--- config.mk ---
export PLATFORM = sky130hd
export DESIGN_NAME = lap_supervisor
export DESIGN_NICKNAME = d
export VERILOG_FILES = /design/src/rtl/lap_supervisor.sv
export SDC_FILE = /design/constraint.sdc
export NUM_CORES = 1
export LEC_CHECK = 0
export CAP_MARGIN = 20
export CORE_MARGIN = 2
export CORE_UTILIZATION = 54
export DETAILED_ROUTE_END_ITERATION = 8
export PLACE_DENSITY_LB_ADDON = 0.25
export SYNTH_ARGS = -nofsm -noshare
export SYNTH_HDL_FRONTEND = slang
export SYNTH_SLANG_ARGS = --single-unit
--- constraint.sdc ---
create_clock -name pclk -period 2.7 [get_ports pclk]
set_input_delay 0.54 -clock pclk [delete_from_list [all_inputs] [get_ports pclk]]
set_output_delay 0.54 -clock pclk [all_outputs]
set_load 0.02 [all_outputs]
--- src/rtl/lap_supervisor.sv ---
// -----------------------------------------------------------------------------
// lap_supervisor
//   Race-rule sequencer between track collision logic and main_fsm.
//   Detects rising edges on the finish-line and checkpoint overlap levels,
//   enforces in-order checkpoints, runs a prescaled lap timer, and keeps lap
//   statistics (last, best, count) for the HUD.
//
// Ports
//   pclk                  clock, rising edge
//   rst                   synchronous active-high reset
//   run                   high while the game screen is active
//   finish_hit            car overlaps finish line (level)
//   cp_hit[N_CP]          car overlaps checkpoint zone i (level)
//   lap_finished          1-cycle pulse on each finish crossing while racing
//   checkpoints_passed    all checkpoints taken in order this lap
//   max_lap_time_exceeded 1-cycle pulse on lap timeout
//   lap_time              current lap, in ticks
//   last_lap_time         last valid lap, in ticks
//   best_lap_time         fastest valid lap; all-ones when none yet
//   lap_count             valid laps completed, saturating
//   next_cp               index of the next expected checkpoint
// -----------------------------------------------------------------------------
module lap_supervisor #(
    parameter int N_CP          = 4,
    parameter int TICK_DIV      = 650000,
    parameter int MAX_LAP_TICKS = 6000,
    parameter int TIME_W        = 16,
    parameter int LAP_W         = 4
) (
    input  logic              pclk,
    input  logic              rst,
    input  logic              run,
    input  logic              finish_hit,
    input  logic [N_CP-1:0]   cp_hit,
    output logic              lap_finished,
    output logic              checkpoints_passed,
    output logic              max_lap_time_exceeded,
    output logic [TIME_W-1:0] lap_time,
    output logic [TIME_W-1:0] last_lap_time,
    output logic [TIME_W-1:0] best_lap_time,
    output logic [LAP_W-1:0]  lap_count,
    output logic [3:0]        next_cp
);

    localparam int PRESC_W = (TICK_DIV > 1) ? $clog2(TICK_DIV) : 1;

    typedef enum logic [1:0] {
        IDLE,
        GRID,
        RUNNING
    } state_t;

    state_t              state_q, state_d;
    logic                prev_finish_q, prev_finish_d;
    logic [N_CP-1:0]     prev_cp_q, prev_cp_d;
    logic [PRESC_W-1:0]  presc_q, presc_d;
    logic [TIME_W-1:0]   lap_time_q, lap_time_d;
    logic [TIME_W-1:0]   last_q, last_d;
    logic [TIME_W-1:0]   best_q, best_d;
    logic [LAP_W-1:0]    lap_count_q, lap_count_d;
    logic [3:0]          next_cp_q, next_cp_d;
    logic                passed_q, passed_d;
    logic                lap_fin_q, lap_fin_d;
    logic                tout_q, tout_d;

    logic                finish_rise;
    logic [N_CP-1:0]     cp_rise;
    logic                cp_adv;
    logic                wrap;
    logic                timeout;

    always_comb begin
        state_d       = state_q;
        prev_finish_d = finish_hit;
        prev_cp_d     = cp_hit;
        presc_d       = presc_q;
        lap_time_d    = lap_time_q;
        last_d        = last_q;
        best_d        = best_q;
        lap_count_d   = lap_count_q;
        next_cp_d     = next_cp_q;
        passed_d      = passed_q;
        lap_fin_d     = 1'b0;
        tout_d        = 1'b0;

        finish_rise = finish_hit & ~prev_finish_q;
        cp_rise     = cp_hit & ~prev_cp_q;

        // Only the expected checkpoint counts; once next_cp reaches N_CP no
        // index matches, so further rises are ignored.
        cp_adv = 1'b0;
        for (int i = 0; i < N_CP; i++) begin
            if (next_cp_q == 4'(i) && cp_rise[i]) cp_adv = 1'b1;
        end

        wrap    = (presc_q == PRESC_W'(TICK_DIV - 1));
        timeout = wrap && (lap_time_q == TIME_W'(MAX_LAP_TICKS - 1));

        if (!run) begin
            state_d    = IDLE;
            presc_d    = '0;
            lap_time_d = '0;
            next_cp_d  = '0;
            passed_d   = 1'b0;
        end else begin
            case (state_q)
                IDLE: begin
                    presc_d    = '0;
                    lap_time_d = '0;
                    state_d    = GRID;
                end
                GRID: begin
                    // Start crossing: begins the lap without a lap_finished pulse.
                    if (finish_rise) begin
                        state_d    = RUNNING;
                        presc_d    = '0;
                        lap_time_d = '0;
                        next_cp_d  = '0;
                        passed_d   = 1'b0;
                    end
                end
                RUNNING: begin
                    // checkpoints_passed stays valid through the lap_finished
                    // cycle so main_fsm can sample both together, then drops.
                    if (lap_fin_q) passed_d = 1'b0;

                    if (finish_rise) begin
                        // Finish beats a same-cycle timeout and cp rise.
                        lap_fin_d  = 1'b1;
                        passed_d   = passed_q;
                        if (passed_q) begin
                            last_d = lap_time_q;
                            if (lap_time_q < best_q) best_d = lap_time_q;
                            if (lap_count_q != '1) lap_count_d = lap_count_q + LAP_W'(1);
                        end
                        presc_d    = '0;
                        lap_time_d = '0;
                        next_cp_d  = '0;
                    end else if (timeout) begin
                        tout_d     = 1'b1;
                        presc_d    = '0;
                        lap_time_d = '0;
                        next_cp_d  = '0;
                        passed_d   = 1'b0;
                        state_d    = GRID;
                    end else begin
                        if (wrap) begin
                            presc_d    = '0;
                            lap_time_d = lap_time_q + TIME_W'(1);
                        end else begin
                            presc_d = presc_q + PRESC_W'(1);
                        end
                        if (cp_adv) begin
                            next_cp_d = next_cp_q + 4'd1;
                            if (next_cp_q == 4'(N_CP - 1)) passed_d = 1'b1;
                        end
                    end
                end
                default: state_d = IDLE;
            endcase
        end
    end

    always_ff @(posedge pclk) begin
        if (rst) begin
            state_q       <= IDLE;
            prev_finish_q <= 1'b0;
            prev_cp_q     <= '0;
            presc_q       <= '0;
            lap_time_q    <= '0;
            last_q        <= '0;
            best_q        <= '1;
            lap_count_q   <= '0;
            next_cp_q     <= '0;
            passed_q      <= 1'b0;
            lap_fin_q     <= 1'b0;
            tout_q        <= 1'b0;
        end else begin
            state_q       <= state_d;
            prev_finish_q <= prev_finish_d;
            prev_cp_q     <= prev_cp_d;
            presc_q       <= presc_d;
            lap_time_q    <= lap_time_d;
            last_q        <= last_d;
            best_q        <= best_d;
            lap_count_q   <= lap_count_d;
            next_cp_q     <= next_cp_d;
            passed_q      <= passed_d;
            lap_fin_q     <= lap_fin_d;
            tout_q        <= tout_d;
        end
    end

    assign lap_finished          = lap_fin_q;
    assign checkpoints_passed    = passed_q;
    assign max_lap_time_exceeded = tout_q;
    assign lap_time              = lap_time_q;
    assign last_lap_time         = last_q;
    assign best_lap_time         = best_q;
    assign lap_count             = lap_count_q;
    assign next_cp               = next_cp_q;

endmodule

==> impl_metrics.tcl <==
set metrics [dict create \
    min_path_type "flip-flop to flip-flop" \
    drv_slew 0 \
    path_class "flip-flop to flip-flop" \
    max_freq_ghz 0.447 \
    r2r_end "best_lap_time[13]" \
    power_density_nw_per_um2 413 \
    crit_fanout 10 \
    hold_buffers 0 \
    grtUsageTotal_pct 24.8 \
    num_vias 3835 \
    min_period_over_period_pct 82.9 \
    ys_seq_area_share_pct 41.4 \
    grt_pass1_vias 3687 \
    die_x_um 91.7 \
    drc 0 \
    final.setup.tns_ns 0 \
    cap_violations 0 \
    cts_max_level 3 \
    gr-total-overflow 0 \
    synth_mux_area_share_pct 0.723 \
    timing.critical_path.from_type "flip-flop" \
    placed_area_um2 5010 \
    syn-num-nets 530 \
    whs_endpoint "last_lap_time[10]" \
    hp-start "last_lap_time[10]" \
    die_height_um 91.7 \
    wl_per_cell_um 15.0 \
    yosys.area_share.simple_pct 24.2 \
    finalHoldViolCount 0 \
    grt_max_degree 37 \
    synth_edf_count 0 \
    syn_inst 496 \
    io_buffer_count 66 \
    synthAdderAreaFrac_pct 7.83 \
    skew_ns 0.00773 \
    p_leak_uw 0.00203 \
    cts_buffer_depth 2 \
    slew-limit-headroom_pct 63.9 \
    tritoncts "done" \
    syn_area_um2 4160 \
    grt_pass1_wl_um 17300 \
    synth_warnings 0 \
    arrival_ns 2.47 \
    stdcell_area_um2 5180 \
    required_ns 2.93 \
    netlist-cell-type-count 50 \
    setup-violations-final 0 \
    clk_pin_slew_ns 0.09 \
    mostFrequentLayoutCells "dfxtp_1, nand2_1, clkdlybuf4s50_1" \
    critPathMaxStageDelay_ns 0.49 \
    grt_setup_unrepaired "no" \
    cp_top_family "simple AND/OR/NAND/NOR gates" \
    yosys.area_share.xor_xnor_pct 6.11 \
    clkLatencyLatePin_ns 0.35 \
    final_common_cell "dfxtp_1" \
    worst-path-buf-inv 1 \
    wirelength_um 10100 \
    syn_area_per_cell_um2 8.38 \
    drt_iter0_markers 266 \
    vdd_ir_drop_max_uv 392 \
    place_congestion 0.867 \
    viasPerCell 5.68 \
    syn2layout_area_growth_pct 24.6 \
    first_pass_iters 4 \
    synth_top_family_by_area "simple AND/OR/NAND/NOR gates" \
    reg2reg_from "lap_time[14]" \
    core-area_um2 7370 \
    cts_setup_buffers 0 \
    crit_path_end_kind "flip-flop" \
    status "finished clean" \
    crit_chain "ha_1, nand4_1, nor4_1, a211oi_2, buf_4, a31oi_1, o21ai_0" \
    ant_nets 0 \
    reg2reg_depth 7 \
    hpwl_um 7290 \
    std_cell_rows 31 \
    antenna_found_initial 0 \
    dominantRegCellSynth "dfxtp_1" \
    ff2ff_setup_slack_ns 0.46 \
    ioPinCount 67 \
    start_util_pct 56.4 \
    root_buffer "clkbuf_8" \
    ctsResizeCount 0 \
    die_area_um2 8410 \
    cp_num_cells 7 \
    numCtsBuffers 9 \
    synth_compound_area_share_pct 14.8 \
    worst_pin_slew_ns 0.541 \
    nets 605 \
    hold-path-cell-count 2 \
    numClockSinks 86 \
    post_route_cells_drive_above_1_share_pct 7.29 \
    slowest_stage "nor4_1" \
    async_flop_share_pct 0 \
    synth-seq-cells 86 \
    fin_crit_ns 2.24 \
    antenna_cells 0 \
]
[registers in the layout (all words and copies together), names as in the netlist]
register               count
checkpoints_passed         1
state_q                    2
lap_finished               1
prev_cp_q                  4
prev_finish_q              1
presc_q                   20
max_lap_time_exceeded      1
lap_time                  16
last_lap_time             16
next_cp                    4
best_lap_time             16
lap_count                  4
[metrics by stage]
step	hold WS (ns)	setup slack, ns	instances	utilization, %	power [uW]
2_1_floorplan	0.472	0.653	496	-	1360
3_3_place_gp	0.444	0.217	659	68.0	1380
3_5_place_dp	0.448	0.158	659	68.0	1390
4_1_cts	0.460	0.478	675	70.3	2150
5_1_grt	0.482	0.261	675	70.3	2210
6_report	0.458	0.462	675	70.3	2140
[Yosys cell counts, types with 8 or more instances]
library cell | count | area share (%)
xnor2_1 | 8 | 1.7
nand4_1 | 17 | 2.6
inv_1 | 28 | 2.5
dfxtp_1 | 86 | 41
nand2_1 | 68 | 6.1
nor2_1 | 45 | 4.1
nand3_1 | 15 | 1.8
clkbuf_1 | 16 | 1.4
a21oi_1 | 36 | 4.3
xor2_1 | 21 | 4.4
and3_1 | 9 | 1.4
ha_1 | 26 | 7.8
o21ai_0 | 24 | 2.9
a31oi_1 | 19 | 2.9
[worst max path at each step]
stage                       from                end  slack [ns]
global placement      finish_hit        presc_q[14]        0.22
CTS                  lap_time[0]        lap_time[7]        0.48
global route        lap_time[14]  best_lap_time[12]        0.26
detailed placement    finish_hit        presc_q[14]        0.16
floorplan             state_q[0]   best_lap_time[6]        0.65
finish              lap_time[14]  best_lap_time[13]        0.46
[power breakdown]
| group | internal, uW | switching (uW) | total [uW] | leakage [uW] |
|---|---|---|---|---|
| Combinational | 33.7 | 49.0 | 82.8 | 0.00125 |
| Clock | 331 | 450 | 781 | 0.0000820 |
| Sequential | 1270 | 3.00 | 1280 | 0.000695 |
[layout make-up]
class | count | area (um2)
clock buffers | 10 | 128
fillers | 618 | 2190
flip-flops and latches | 86 | 1720
well taps | 99 | 124
repair buffers | 87 | 831
multi-input cells | 359 | 2230
inverters | 28 | 105
clock inverters | 6 | 38.8
[routing by layer]
layer / vias to the layer above / global-route usage [%] / wire length [um]
met4: 0 / 7.96 / 185
met1: 1806 / 31.9 / 4510
met2: 133 / 41.4 / 4780
met3: 20 / 5.67 / 656
li1: 1876 / - / -
met5: - / 0 / 0
[cells by family after synthesis]
logic type | Yosys count
AOI/OAI and AO/OA | 100
xor gates and xnor gates | 29
adders and majority gates | 26
buffers and inverters | 51
DFF | 86
muxes | 3
and+or+nand+nor | 201
[worst min-delay path, delay by kind of cell, from the launching register on]
family	cells	cell delay, ns
flip-flops	1	0.32
AND/OR/NAND/NOR	1	0.05
AO/OA/AOI/OAI	1	0.05
No activity file was read; power rests on OpenSTA's default activity.
